===== src/rtl/axis_sched_pkg.sv =====
// Shared types and helpers for the AXI-Stream route scheduler.
package axis_sched_pkg;

  // Per-source ownership state.
  typedef enum logic [0:0] {
    IDLE   = 1'b0,
    ACTIVE = 1'b1
  } src_state_t;

  // Width of a source index: max(1, clog2(ports)).
  function automatic int src_width(input int ports);
    int w;
    w = $clog2(ports);
    if (w < 1) begin
      return 1;
    end else begin
      return w;
    end
  endfunction

endpackage


===== src/rtl/axis_route_scheduler_rr_pick.sv =====
// Round-robin picker: first eligible index at or after ptr, wrapping.
module rr_pick
  import axis_sched_pkg::*;
#(
  parameter int N = 4,
  parameter int W = 2
) (
  input  logic [N-1:0] eligible,
  input  logic [W-1:0] ptr,
  output logic [W-1:0] winner,
  output logic         found
);

  logic [W-1:0] idx;

  // Scan from ptr upward; the first eligible index wins.
  always_comb begin
    winner = {W{1'b0}};
    found  = 1'b0;
    idx    = {W{1'b0}};
    for (int k = 0; k < N; k++) begin
      idx = W'((int'(ptr) + k) % N);
      if (!found && eligible[idx]) begin
        found  = 1'b1;
        winner = idx;
      end else begin
        // keep the earlier winner
      end
    end
  end

endmodule


===== src/rtl/axis_route_scheduler.sv =====
// Route scheduler: grants source->destination routes one per cycle in
// round-robin order, holds them until the last beat or a watchdog expiry.
module axis_route_scheduler
  import axis_sched_pkg::*;
#(
  parameter int  PORTS       = 4,
  parameter int  TDEST_WIDTH = 8,
  parameter int  TMO_WIDTH   = 16,
  localparam int SRC_W       = src_width(PORTS)
) (
  input  logic                         clk,
  input  logic                         res,
  input  logic [PORTS-1:0]             req_valid,
  input  logic [PORTS*TDEST_WIDTH-1:0] req_dest,
  input  logic [PORTS-1:0]             m_ready,
  input  logic [PORTS-1:0]             beat_done,
  input  logic [PORTS-1:0]             beat_last,
  input  logic [TMO_WIDTH-1:0]         timeout_cycles,
  output logic [PORTS-1:0]             src_grant,
  output logic [PORTS-1:0]             route_valid,
  output logic [PORTS*SRC_W-1:0]       route_src,
  output logic [PORTS-1:0]             dest_err,
  output logic [PORTS-1:0]             timeout_err
);

  localparam int unsigned          PORTS_U = PORTS;
  localparam logic [TMO_WIDTH-1:0] CNT_MAX = {TMO_WIDTH{1'b1}};

  src_state_t             state   [PORTS];
  src_state_t             state_n [PORTS];
  logic [SRC_W-1:0]       dest_q  [PORTS];
  logic [SRC_W-1:0]       dest_n  [PORTS];
  logic [TMO_WIDTH-1:0]   cnt     [PORTS];
  logic [TMO_WIDTH-1:0]   cnt_n   [PORTS];
  logic [TDEST_WIDTH-1:0] req_d   [PORTS];
  logic [SRC_W-1:0]       ptr;
  logic [SRC_W-1:0]       ptr_n;
  logic [PORTS-1:0]       dest_ok;
  logic [PORTS-1:0]       eligible;
  logic [PORTS-1:0]       rel_last;
  logic [PORTS-1:0]       expire;
  logic [PORTS-1:0]       grant_n;
  logic [PORTS-1:0]       rv_n;
  logic [PORTS*SRC_W-1:0] rs_n;
  logic [SRC_W-1:0]       winner;
  logic                   found;

  // Decode requests, eligibility and release causes from current state.
  always_comb begin
    dest_err    = {PORTS{1'b0}};
    timeout_err = {PORTS{1'b0}};
    dest_ok     = {PORTS{1'b0}};
    eligible    = {PORTS{1'b0}};
    rel_last    = {PORTS{1'b0}};
    expire      = {PORTS{1'b0}};
    for (int i = 0; i < PORTS; i++) begin
      req_d[i]    = req_dest[i*TDEST_WIDTH +: TDEST_WIDTH];
      dest_ok[i]  = (32'(req_d[i]) < PORTS_U);
      dest_err[i] = req_valid[i] & ~dest_ok[i];
      // Ownership and tready are only meaningful for an in-range destination.
      eligible[i] = (state[i] == IDLE) & req_valid[i] & dest_ok[i]
                  & ~route_valid[req_d[i][SRC_W-1:0]]
                  & m_ready[req_d[i][SRC_W-1:0]];
      rel_last[i] = (state[i] == ACTIVE) & beat_done[i] & beat_last[i];
      expire[i]   = (state[i] == ACTIVE) & (timeout_cycles != {TMO_WIDTH{1'b0}})
                  & (cnt[i] == timeout_cycles);
      // A last beat coinciding with expiry is a normal release.
      timeout_err[i] = expire[i] & ~rel_last[i];
    end
  end

  rr_pick #(
    .N (PORTS),
    .W (SRC_W)
  ) u_rr_pick (
    .eligible (eligible),
    .ptr      (ptr),
    .winner   (winner),
    .found    (found)
  );

  // Next-state for per-source ownership, captured destination and watchdog.
  always_comb begin
    ptr_n = ptr;
    for (int i = 0; i < PORTS; i++) begin
      state_n[i] = state[i];
      dest_n[i]  = dest_q[i];
      cnt_n[i]   = cnt[i];
      case (state[i])
        IDLE: begin
          if (found && (winner == SRC_W'(i))) begin
            state_n[i] = ACTIVE;
            dest_n[i]  = req_d[i][SRC_W-1:0];
            cnt_n[i]   = {TMO_WIDTH{1'b0}};
          end else begin
            cnt_n[i] = {TMO_WIDTH{1'b0}};
          end
        end
        ACTIVE: begin
          if (rel_last[i] || expire[i]) begin
            state_n[i] = IDLE;
            cnt_n[i]   = {TMO_WIDTH{1'b0}};
          end else if (beat_done[i]) begin
            cnt_n[i] = {TMO_WIDTH{1'b0}};
          end else if (cnt[i] == CNT_MAX) begin
            cnt_n[i] = cnt[i];
          end else begin
            cnt_n[i] = cnt[i] + {{(TMO_WIDTH-1){1'b0}}, 1'b1};
          end
        end
        default: begin
          state_n[i] = IDLE;
          cnt_n[i]   = {TMO_WIDTH{1'b0}};
        end
      endcase
    end
    if (found) begin
      ptr_n = (winner == SRC_W'(PORTS - 1)) ? {SRC_W{1'b0}} : (winner + SRC_W'(1));
    end else begin
      ptr_n = ptr;
    end
  end

  // Output images of the next state so the ports come straight from flops.
  always_comb begin
    grant_n = {PORTS{1'b0}};
    rv_n    = {PORTS{1'b0}};
    rs_n    = {(PORTS*SRC_W){1'b0}};
    for (int i = 0; i < PORTS; i++) begin
      if (state_n[i] == ACTIVE) begin
        grant_n[i]                               = 1'b1;
        rv_n[dest_n[i]]                          = 1'b1;
        rs_n[int'(dest_n[i])*SRC_W +: SRC_W]     = SRC_W'(i);
      end else begin
        grant_n[i] = 1'b0;
      end
    end
  end

  // State and output registers with synchronous reset.
  always_ff @(posedge clk) begin
    if (res) begin
      for (int i = 0; i < PORTS; i++) begin
        state[i]  <= IDLE;
        dest_q[i] <= {SRC_W{1'b0}};
        cnt[i]    <= {TMO_WIDTH{1'b0}};
      end
      ptr         <= {SRC_W{1'b0}};
      src_grant   <= {PORTS{1'b0}};
      route_valid <= {PORTS{1'b0}};
      route_src   <= {(PORTS*SRC_W){1'b0}};
    end else begin
      for (int i = 0; i < PORTS; i++) begin
        state[i]  <= state_n[i];
        dest_q[i] <= dest_n[i];
        cnt[i]    <= cnt_n[i];
      end
      ptr         <= ptr_n;
      src_grant   <= grant_n;
      route_valid <= rv_n;
      route_src   <= rs_n;
    end
  end

endmodule


===== config.mk =====
export PLATFORM = sky130hd
export DESIGN_NAME = axis_route_scheduler
export DESIGN_NICKNAME = d
export VERILOG_FILES = /design/src/rtl/axis_sched_pkg.sv /design/src/rtl/axis_route_scheduler_rr_pick.sv /design/src/rtl/axis_route_scheduler.sv
export SDC_FILE = /design/constraint.sdc
export NUM_CORES = 1
export LEC_CHECK = 0
export ABC_AREA = 1
export CORE_ASPECT_RATIO = 1.75
export CORE_MARGIN = 2
export CORE_UTILIZATION = 50
export CTS_CLUSTER_DIAMETER = 50
export CTS_CLUSTER_SIZE = 30
export DETAILED_ROUTE_END_ITERATION = 12
export PLACE_DENSITY = 0.75
export SETUP_SLACK_MARGIN = 0.02
export SLEW_MARGIN = 20
export SYNTH_ARGS = -nofsm -noshare
export SYNTH_HDL_FRONTEND = slang
export SYNTH_SLANG_ARGS = --single-unit

===== constraint.sdc =====
create_clock -name clk -period 7.5 [get_ports clk]
set_input_delay 2.25 -clock clk [delete_from_list [all_inputs] [get_ports clk]]
set_output_delay 2.25 -clock clk [all_outputs]
set_load 0.02 [all_outputs]

==> results list, run 1 <==
- Result of the run: finished, final reports clean
* #FFs+latches synth: 90
- Post-Place Cell Area: 6800 sq um
- Total of buffers placed on input and output ports: 89
* HPWL after detailed placement: 14900 microns
- The critical path contains buffers and inverters numbering 3 combined.
- At the end of routability-driven placement, the weighted congestion stood at 0.996.
- Counting along the longest clock path gives a buffer depth of 2.
- The critical path is of the in -> out type.
* Count of unique library cells instantiated by Yosys: 45
- In the final timing run, aggregate negative setup slack is 0 ns.
- CP Capture Type: primary output
- Sequential element share of the synthesized area: 0.309
- Clk Latency, worst-skew pair: 0.36 ns
- In this run the power density over the cells is 146 nW/um^2.
* Worst stage delay on the critical path: 0.56 ns
- Max Fanout on Critical Path: 5
- Nets@finish: 1075
- Once detail routing completed, the nets flagged for antenna violations numbered 0.
- Worst Clk Skew: 0.00989 ns
- Most frequent cells in the layout: 179 x nand2_1, 139 x inv_1, 125 x nor2_1
* Final Routed Wirelength: 18900 microns
- Entering global routing, the biggest net connects 21 pins.
- Total inserted antenna cells: 0
- Share of post-route cells with drive strength above 1: 0.0537
* Setup repair after global routing missed its margin: false
- GRT Overall Usage: 0.300
* Worst min path class: reg -> reg
- In the post-route analysis, the smallest setup slack over all paths is 0.716 ns.
* First drt pass iteration count: 6
- Delay-heaviest family, CP: buffers and inverters
- Clock tree root driver cell: clkbuf_16
* Residual DRC count: 0
* Startpoint of the worst-slack reg-to-reg timing path: ptr[0]$_SDFFE_PP0P_
- Counting I/O delays and the setup requirement, the final critical path takes 6.78 ns.
- Netlist Area Pre-Place: 5830 sq um
- For this design the static power due to leakage is 2.73 nW.
* Post-synthesis instance total: 915
* CP max stage cell: clkdlybuf4s50_1
- After detailed routing, the number of vias per cell comes to 5.75.
* Critical R2R Capture: route_src[2]$_SDFF_PP0_
- The worst pin sits at a relative slew slack of 0.458.
- Avg WL per Cell: 16.5 microns
- After floorplanning, the core was sized to cover 11500 sq um.
- Hold Path Cell Cnt: 2
- The number of global-route vias before repair came to 6306.
- The H-tree generated during clock tree synthesis spans 3 levels.
- Final setup viols: 0
- Count of yosys warnings during synthesis: 0
- The initial utilization of the core area, before any placement, comes to 0.509.
- Inserted Clock Buffers: 9
- At the pin with the least slew margin, the transition time is 0.811 ns.
- Area added between synthesis and finish: 21.8%
* Iteration-0 DRC count of the detailed router: 451
- Measured along the x axis, the die boundary spans 85.6 microns.
- Clock-pin slew was measured on the worst setup and hold paths at 0.07 ns.
* CP Data Arrival Time: 4.53 ns
* Maximum achievable frequency: 147 MHz
- The setup check on the worst reg-to-reg path leaves a slack of 4.17 ns.
- The routed layout has 6563 vias.
* Sink of the worst hold path: cnt[0][0]$_SDFFE_PP0P_
- The first global-routing pass estimated 29700 microns of wire.
- Hold violation total from the final report: 0
* Residual overflow from global routing: 0
- Critical Path, Cell by Cell: clkdlybuf4s50_1 > inv_1 > nand4_2 > nor4_4 > nor2_1 > nand3b_1 > nor2_1 > clkdlybuf4s50_1
- The number of antenna violations at the first check in global routing came to 0.
- The die covers 12600 sq um.
- The worst hold path begins at cnt[0][0]$_SDFFE_PP0P_.
* Average cell area after synthesis: 6.37 sq um
- Post-route design area: 7100 sq um
* Required time at the worst-slack endpoint: 5.25 ns
- Number of top-level design ports: 90
- Minimum setup slack after placement: 0.795 ns
- The worst setup path is launched from an input port.
- Number of buffers inserted by post-CTS setup repair: 0
- Gates resized, CTS repair: 0
- Number of max-cap violations: 0
* TritonCTS clock tree: done
- Number of buffers added to fix hold violations after cts: 0
- Number of clock sinks seen by CTS: 90
- Worst ir drop on vdd: 0.151 mV
* Height of the chip: 147 microns
- Period utilization: 0.905
* Leading cell type in the layout, fill and taps excluded: nand2_1
* Max-slew violation total from the final report: 0
- Counting every net in the synthesized netlist gives 989.
* Rows: 52
* Depth of the worst register-to-register path: 16
-- worst register-to-register path, stage by stage (launching register included) --
cell     delay [ns]
dfxtp_1        0.60
inv_2          0.15
nand4_1        0.12
nand2_1        0.09
nand2_1        0.11
nand2_1        0.09
nor2_4         0.15
nand2_1        0.08
o21ai_0        0.33
ha_1           0.21
inv_1          0.04
nor2_1         0.34
nand2_1        0.17
o21ai_1        0.27
nand3_1        0.23
nand2_1        0.13
a21oi_1        0.07
-- how the worst max path moves through the flow --
stage / startpoint / to / slack [ns] / cells past startpoint
global route: timeout_cycles[7] / timeout_err[3] / 0.63 / 10
detailed placement: timeout_cycles[7] / timeout_err[3] / 0.79 / 10
global placement: timeout_cycles[9] / timeout_err[3] / 0.79 / 9
finish: timeout_cycles[13] / timeout_err[1] / 0.72 / 8
floorplan: timeout_cycles[7] / timeout_err[3] / 2.04 / 8
CTS: timeout_cycles[7] / timeout_err[3] / 0.79 / 10
-- area by class of cell --
class	instances	area (sq um)
multi-input combinational	657	3360
sequential	90	1800
clock buffer	9	225
timing repair buffer	89	891
clock inverter	7	76.3
fill	1129	4350
inverter	154	579
tap	135	169
-- synth_stat cells, drive strengths merged --
library cell  instances  area [sq um]
nor4                 15           115
ha                    8           100
nand3                89           458
dfxtp                90          1800
xor2                 15           131
o21a                  3          22.5
o2111ai               1          8.76
nor2                129           504
nor3b                 7          62.6
o221ai                3          26.3
o21ai                28           140
buf                   9          72.6
o211ai                5          37.5
o22ai                43           269
or2                   2          12.5
a21oi                46           234
nor3                 37           210
nand3b                4          30.0
clkinv                4          16.3
clkbuf                5          18.8
nand4                22           165
inv                 150           563
xnor2                 4          42.6
or3                   2          12.5
nand2               183           697
a211oi                4          30.0
a31oi                 7          50.1
-- registers in the layout, summed over array words and instances (netlist names) --
signal,count
cnt,64
dest_q,8
ptr,2
route_src,8
route_valid,4
src_grant,3
state,1
-- logic make-up (layout without fill, tap and decap cells) --
logic type / after synthesis / count (layout) / synth area share
fa+ha+maj: 8 / 8 / 0.0172
simple gates: 490 / 490 / 0.389
flops: 90 / 90 / 0.309
compound gates: 140 / 140 / 0.140
xor+xnor: 19 / 19 / 0.0298
buf+inv: 168 / 259 / 0.115
-- power breakdown --
group | switching, W | internal, W
Sequential | 0.000000968 | 0.000478
Combinational | 0.0000524 | 0.0000479
Clock | 0.000223 | 0.000238
-- metrics by stage --
| stage | total power (W) | instances | hold slack, ns | utilization |
|---|---|---|---|---|
| 2_1_floorplan | 0.000532 | 915 | 0.471 | - |
| 3_3_place_gp | 0.000588 | 1125 | 0.525 | 0.594 |
| 3_5_place_dp | 0.000589 | 1125 | 0.521 | 0.594 |
| 4_1_cts | 0.00104 | 1141 | 0.534 | 0.620 |
| 5_1_grt | 0.00108 | 1141 | 0.562 | 0.620 |
| 6_report | 0.00104 | 1141 | 0.530 | 0.620 |
-- layer usage --
| metal | vias up | share of wire | GRT usage |
|---|---|---|---|
| met1 | 2974 | 0.34 | 0.302 |
| met3 | 97 | 0.060 | 0.0438 |
| met4 | 0 | 0.068 | 0.203 |
| met5 | - | 0 | 0 |
| li1 | 3207 | - | - |
| met2 | 285 | 0.53 | 0.550 |
No activity file was read; power rests on OpenSTA's default activity.
==> inputs of run 2 (changes only) <==
--- a/config.mk
+++ b/config.mk
@@ -8,5 +8,7 @@
 export ABC_AREA = 1
+export CELL_PAD_IN_SITES_DETAIL_PLACEMENT = 0
+export CELL_PAD_IN_SITES_GLOBAL_PLACEMENT = 1
 export CORE_ASPECT_RATIO = 1.75
 export CORE_MARGIN = 2
-export CORE_UTILIZATION = 50
+export CORE_UTILIZATION = 41
 export CTS_CLUSTER_DIAMETER = 50
@@ -14,3 +16,3 @@
 export DETAILED_ROUTE_END_ITERATION = 12
-export PLACE_DENSITY = 0.75
+export PLACE_DENSITY_LB_ADDON = 0.1
 export SETUP_SLACK_MARGIN = 0.02
==> constraint.sdc (replaced) <==
create_clock -name clk -period 7.5 [get_ports clk]
set_input_delay 1.5 -clock clk [delete_from_list [all_inputs] [get_ports clk]]
set_output_delay 1.5 -clock clk [all_outputs]
set_load 0.02 [all_outputs]
==> run 2 against run 1 <==
Against the previous run: clock skew is 0.0051 ns higher; combinational power hardly changed; register-to-register slack worse by 0.10 ns; final area is 1.2% higher; wire length grew 7.6%; utilization shrank 10 points; die area up 21%; clock power up 11%; clock-buffer cell count up 1; critical endpoint is now timeout_err[3]; highest routed layer unchanged.
==> results list, run 2 (same netlist as run 1, synthesis figures left out) <==
- The proportion of layout cells with a drive suffix above 1 came to 0.0536 (was 0.0537).
- The global-route wire length before repair was 31800 microns (was 29700 microns).
- Result of the run: finished, final reports clean (unchanged)
- The overflow left after global routing came to 0 (unchanged).
- The wire length per cell after detailed routing came to 17.1 microns (was 16.5 microns).
* Leading cell type in the layout, fill and taps excluded: nand2_1 (unchanged)
- Required time at the worst-slack endpoint: 6.00 ns (was 5.25 ns)
- The pre-CTS worst setup slack is 2.27 ns (was 0.795 ns).
- Gates resized, CTS repair: 0 (unchanged)
- The peak supply drop is 0.119 mV (was 0.151 mV).
* Clock tree root driver cell: clkbuf_16 (unchanged)
- Sequential power share: 0.440 (was 0.461)
- The class of the most critical hold timing path was reg -> reg (unchanged).
- Height of the chip: 162 microns (was 147 microns)
- Area added between synthesis and finish: 23.2% (was 21.8%)
- HPWL after detailed placement: 16300 microns (was 14900 microns)
- The logic depth of the worst register-to-register path came to 17 (was 16).
- Standby leakage power: 2.74 nW (was 2.73 nW)
- Total inserted antenna cells: 0 (unchanged)
- Number of buffers added to fix hold violations after cts: 0 (unchanged)
- The maximum clock frequency came to 189 MHz (was 147 MHz).
- Sw power: 0.000266 W (was 0.000276 W)
* TritonCTS clock tree: done (unchanged)
- Slew of the pin with the lowest slew margin: 0.762 ns (was 0.811 ns)
* Most frequent cells in the layout: 179 x nand2_1, 139 x inv_1, 125 x nor2_1 (unchanged)
- The source of the worst register-to-register timing path is ptr[0]$_SDFFE_PP0P_ (unchanged).
- Setup repair after global routing missed its margin: false (unchanged).
* Starting utilization of the core area: 0.419 (was 0.509)
* Shortest period the worst path allows: 5.29 ns (was 6.78 ns)
* Largest net degree at the start of global routing: 21 (unchanged)
* Total of buffers placed on input and output ports: 89 (unchanged)
- The flip-flop count of the largest register, all copies and words added was 64 (unchanged).
- The worst-case hold slack came to 0.527 ns (was 0.530 ns).
* Internal power component: 0.000824 W (was 0.000764 W)
- The combinational fraction of design power came to 0.093 (was 0.096).
- The register with the highest flop count is cnt (unchanged).
- The count of antenna-violating nets left after detailed routing was 0 (unchanged).
* Classification of the worst setup path: in -> out (unchanged)
- The capturing element type of the critical path is a primary output (unchanged).
- The total iterations of the first detailed-routing run is 5 (was 6).
- The share of the cycle needed by the critical path after routing is 0.705 (was 0.905).
- The capture point of the critical path is timeout_err[3] (was timeout_err[1]).
- The placeable core region is 13900 sq um (was 11500 sq um).
- The die width came to 94.2 microns (was 85.6 microns).
* Routed vias: 6420 (was 6563)
- The final sum of negative setup slack is 0 ns (unchanged).
- Clk Latency, worst-skew pair: 0.35 ns (was 0.36 ns)
- The number of ports placed on the die boundary was 90 (unchanged).
* Hold violation total from the final report: 0 (unchanged)
- The critical register-to-register path endpoint is route_valid[1]$_SDFF_PP0_ (was route_src[2]$_SDFF_PP0_).
* Number of buffers on the longest clock path: 2 (unchanged)
- The total power per unit cell area is 152 nW/um^2 (was 146 nW/um^2).
* Placer's final routability congestion estimate: 0.968 (was 0.996)
* Via count of the first global-routing pass: 6391 (was 6306)
* Registers with the most flip-flops: cnt (64), dest_q (8), route_src (8) (unchanged)
- Worst setup SP type: input port (unchanged)
- GRT Overall Usage: 0.268 (was 0.300)
- CP Data Arrival Time: 3.79 ns (was 4.53 ns)
- The overall routed net length came to 20300 microns (was 18900 microns).
* FF-to-FF setup slack: 4.07 ns (was 4.17 ns)
- Part of the power in the clock network: 0.467 (was 0.443)
- Residual DRC count: 0 (unchanged)
* Number of clock sinks seen by CTS: 90 (unchanged)
- Final setup viols: 0 (unchanged)
- The largest fanout on the critical path came to 6 (was 5).
- The worst clock skew on the final layout is 0.0150 ns (was 0.00989 ns).
- The number of antenna violations at the first check in global routing came to 0 (unchanged).
- The post-CTS setup-driven buffer insertion count was 0 (unchanged).
- The floorplan die area came to 15200 sq um (was 12600 sq um).
- Iteration-0 DRC count of the detailed router: 430 (was 451)
- Nets@finish: 1076 (was 1075)
* Rows: 57 (was 52)
* Timing startpoint of the critical path: timeout_cycles[7] (was timeout_cycles[13])
- The number of CTS-inserted buffers is 9 (unchanged).
- Number of max-cap violations: 0 (unchanged)
- Max-slew violation total from the final report: 0 (unchanged)
- The number of levels the H-tree was split into was 3 (unchanged).
- The detailed-route vias per instance came to 5.42 (was 5.75).
- Proportion of total power due to net switching: 0.244 (was 0.265)
* Post-Route Utilization: 0.517 (was 0.620)
- The setup slack of the critical path after layout was 2.21 ns (was 0.716 ns).
- Clock-pin slew of the registers on the worst-case setup and hold paths: 0.07 ns (about the same)
* Worst slew margin relative to its limit: 0.492 (was 0.458)
-- run 2: changes by cell type in the layout (fill, tap and decap cells not counted), sizes merged --
cell,before,now
clkbuf,9,10
bufinv,0,2
clkinv,6,4
inv,155,153
buf,0,1
clkinvlp,0,1
-- run 2: per-layer routing --
layer	part of all wire	wire, microns	track usage	vias to the layer above
li1	-	-	-	3214
met3	0.038	773	0.0357	45
met4	0.038	775	0.117	0
met2	0.56	11300	0.533	184
met5	0	0	0	-
met1	0.37	7420	0.266	2977
-- run 2: how the worst min path moves through the flow --
stage | start | endpoint | cells after the start
after CTS | cnt[0][9]$_SDFFE_PP0P_ | cnt[0][9]$_SDFFE_PP0P_ | 2
after global routing | cnt[0][9]$_SDFFE_PP0P_ | cnt[0][9]$_SDFFE_PP0P_ | 2
final | cnt[0][9]$_SDFFE_PP0P_ | cnt[0][9]$_SDFFE_PP0P_ | 2
after detailed placement | cnt[0][9]$_SDFFE_PP0P_ | cnt[0][9]$_SDFFE_PP0P_ | 2
after global placement | cnt[0][9]$_SDFFE_PP0P_ | cnt[0][9]$_SDFFE_PP0P_ | 2
after floorplan | cnt[1][0]$_SDFFE_PP0P_ | cnt[1][0]$_SDFFE_PP0P_ | 2
-- run 2: layout make-up --
class / count / area, sq um
tap: 177 / 221
fill: 1470 / 6720
sequential: 90 / 1800
clock buffer: 10 / 229
multi-input combinational: 657 / 3360
timing repair buffer: 90 / 898
inverter: 154 / 579
clock inverter: 6 / 96.3
-- run 2: worst max-delay path, stage by stage --
cell             delay, ns
clkdlybuf4s50_1       0.59
clkinv_2              0.18
nand2_1               0.08
o21ai_0               0.07
nor2_1                0.11
nand2_1               0.06
a211oi_1              0.21
nand4_1               0.22
nor2_1                0.14
clkdlybuf4s50_1       0.63
-- run 2: through the flow --
step	instances	cell area, sq um	total power (W)
2_1_floorplan	915	5830	0.000532
3_3_place_gp	1168	6860	0.000591
3_5_place_dp	1168	6860	0.000591
4_1_cts	1184	7190	0.00110
5_1_grt	1184	7190	0.00113
6_report	1184	7190	0.00109
-- run 2: power by group through the flow --
stage / Combinational (W) / Sequential [W] / Clock (W)
2_1_floorplan: 0.0000422 / 0.000490 / 0
3_3_place_gp: 0.000100 / 0.000491 / 0
3_5_place_dp: 0.000100 / 0.000491 / 0
4_1_cts: 0.000101 / 0.000480 / 0.000517
5_1_grt: 0.000109 / 0.000480 / 0.000540
6_report: 0.000101 / 0.000480 / 0.000510
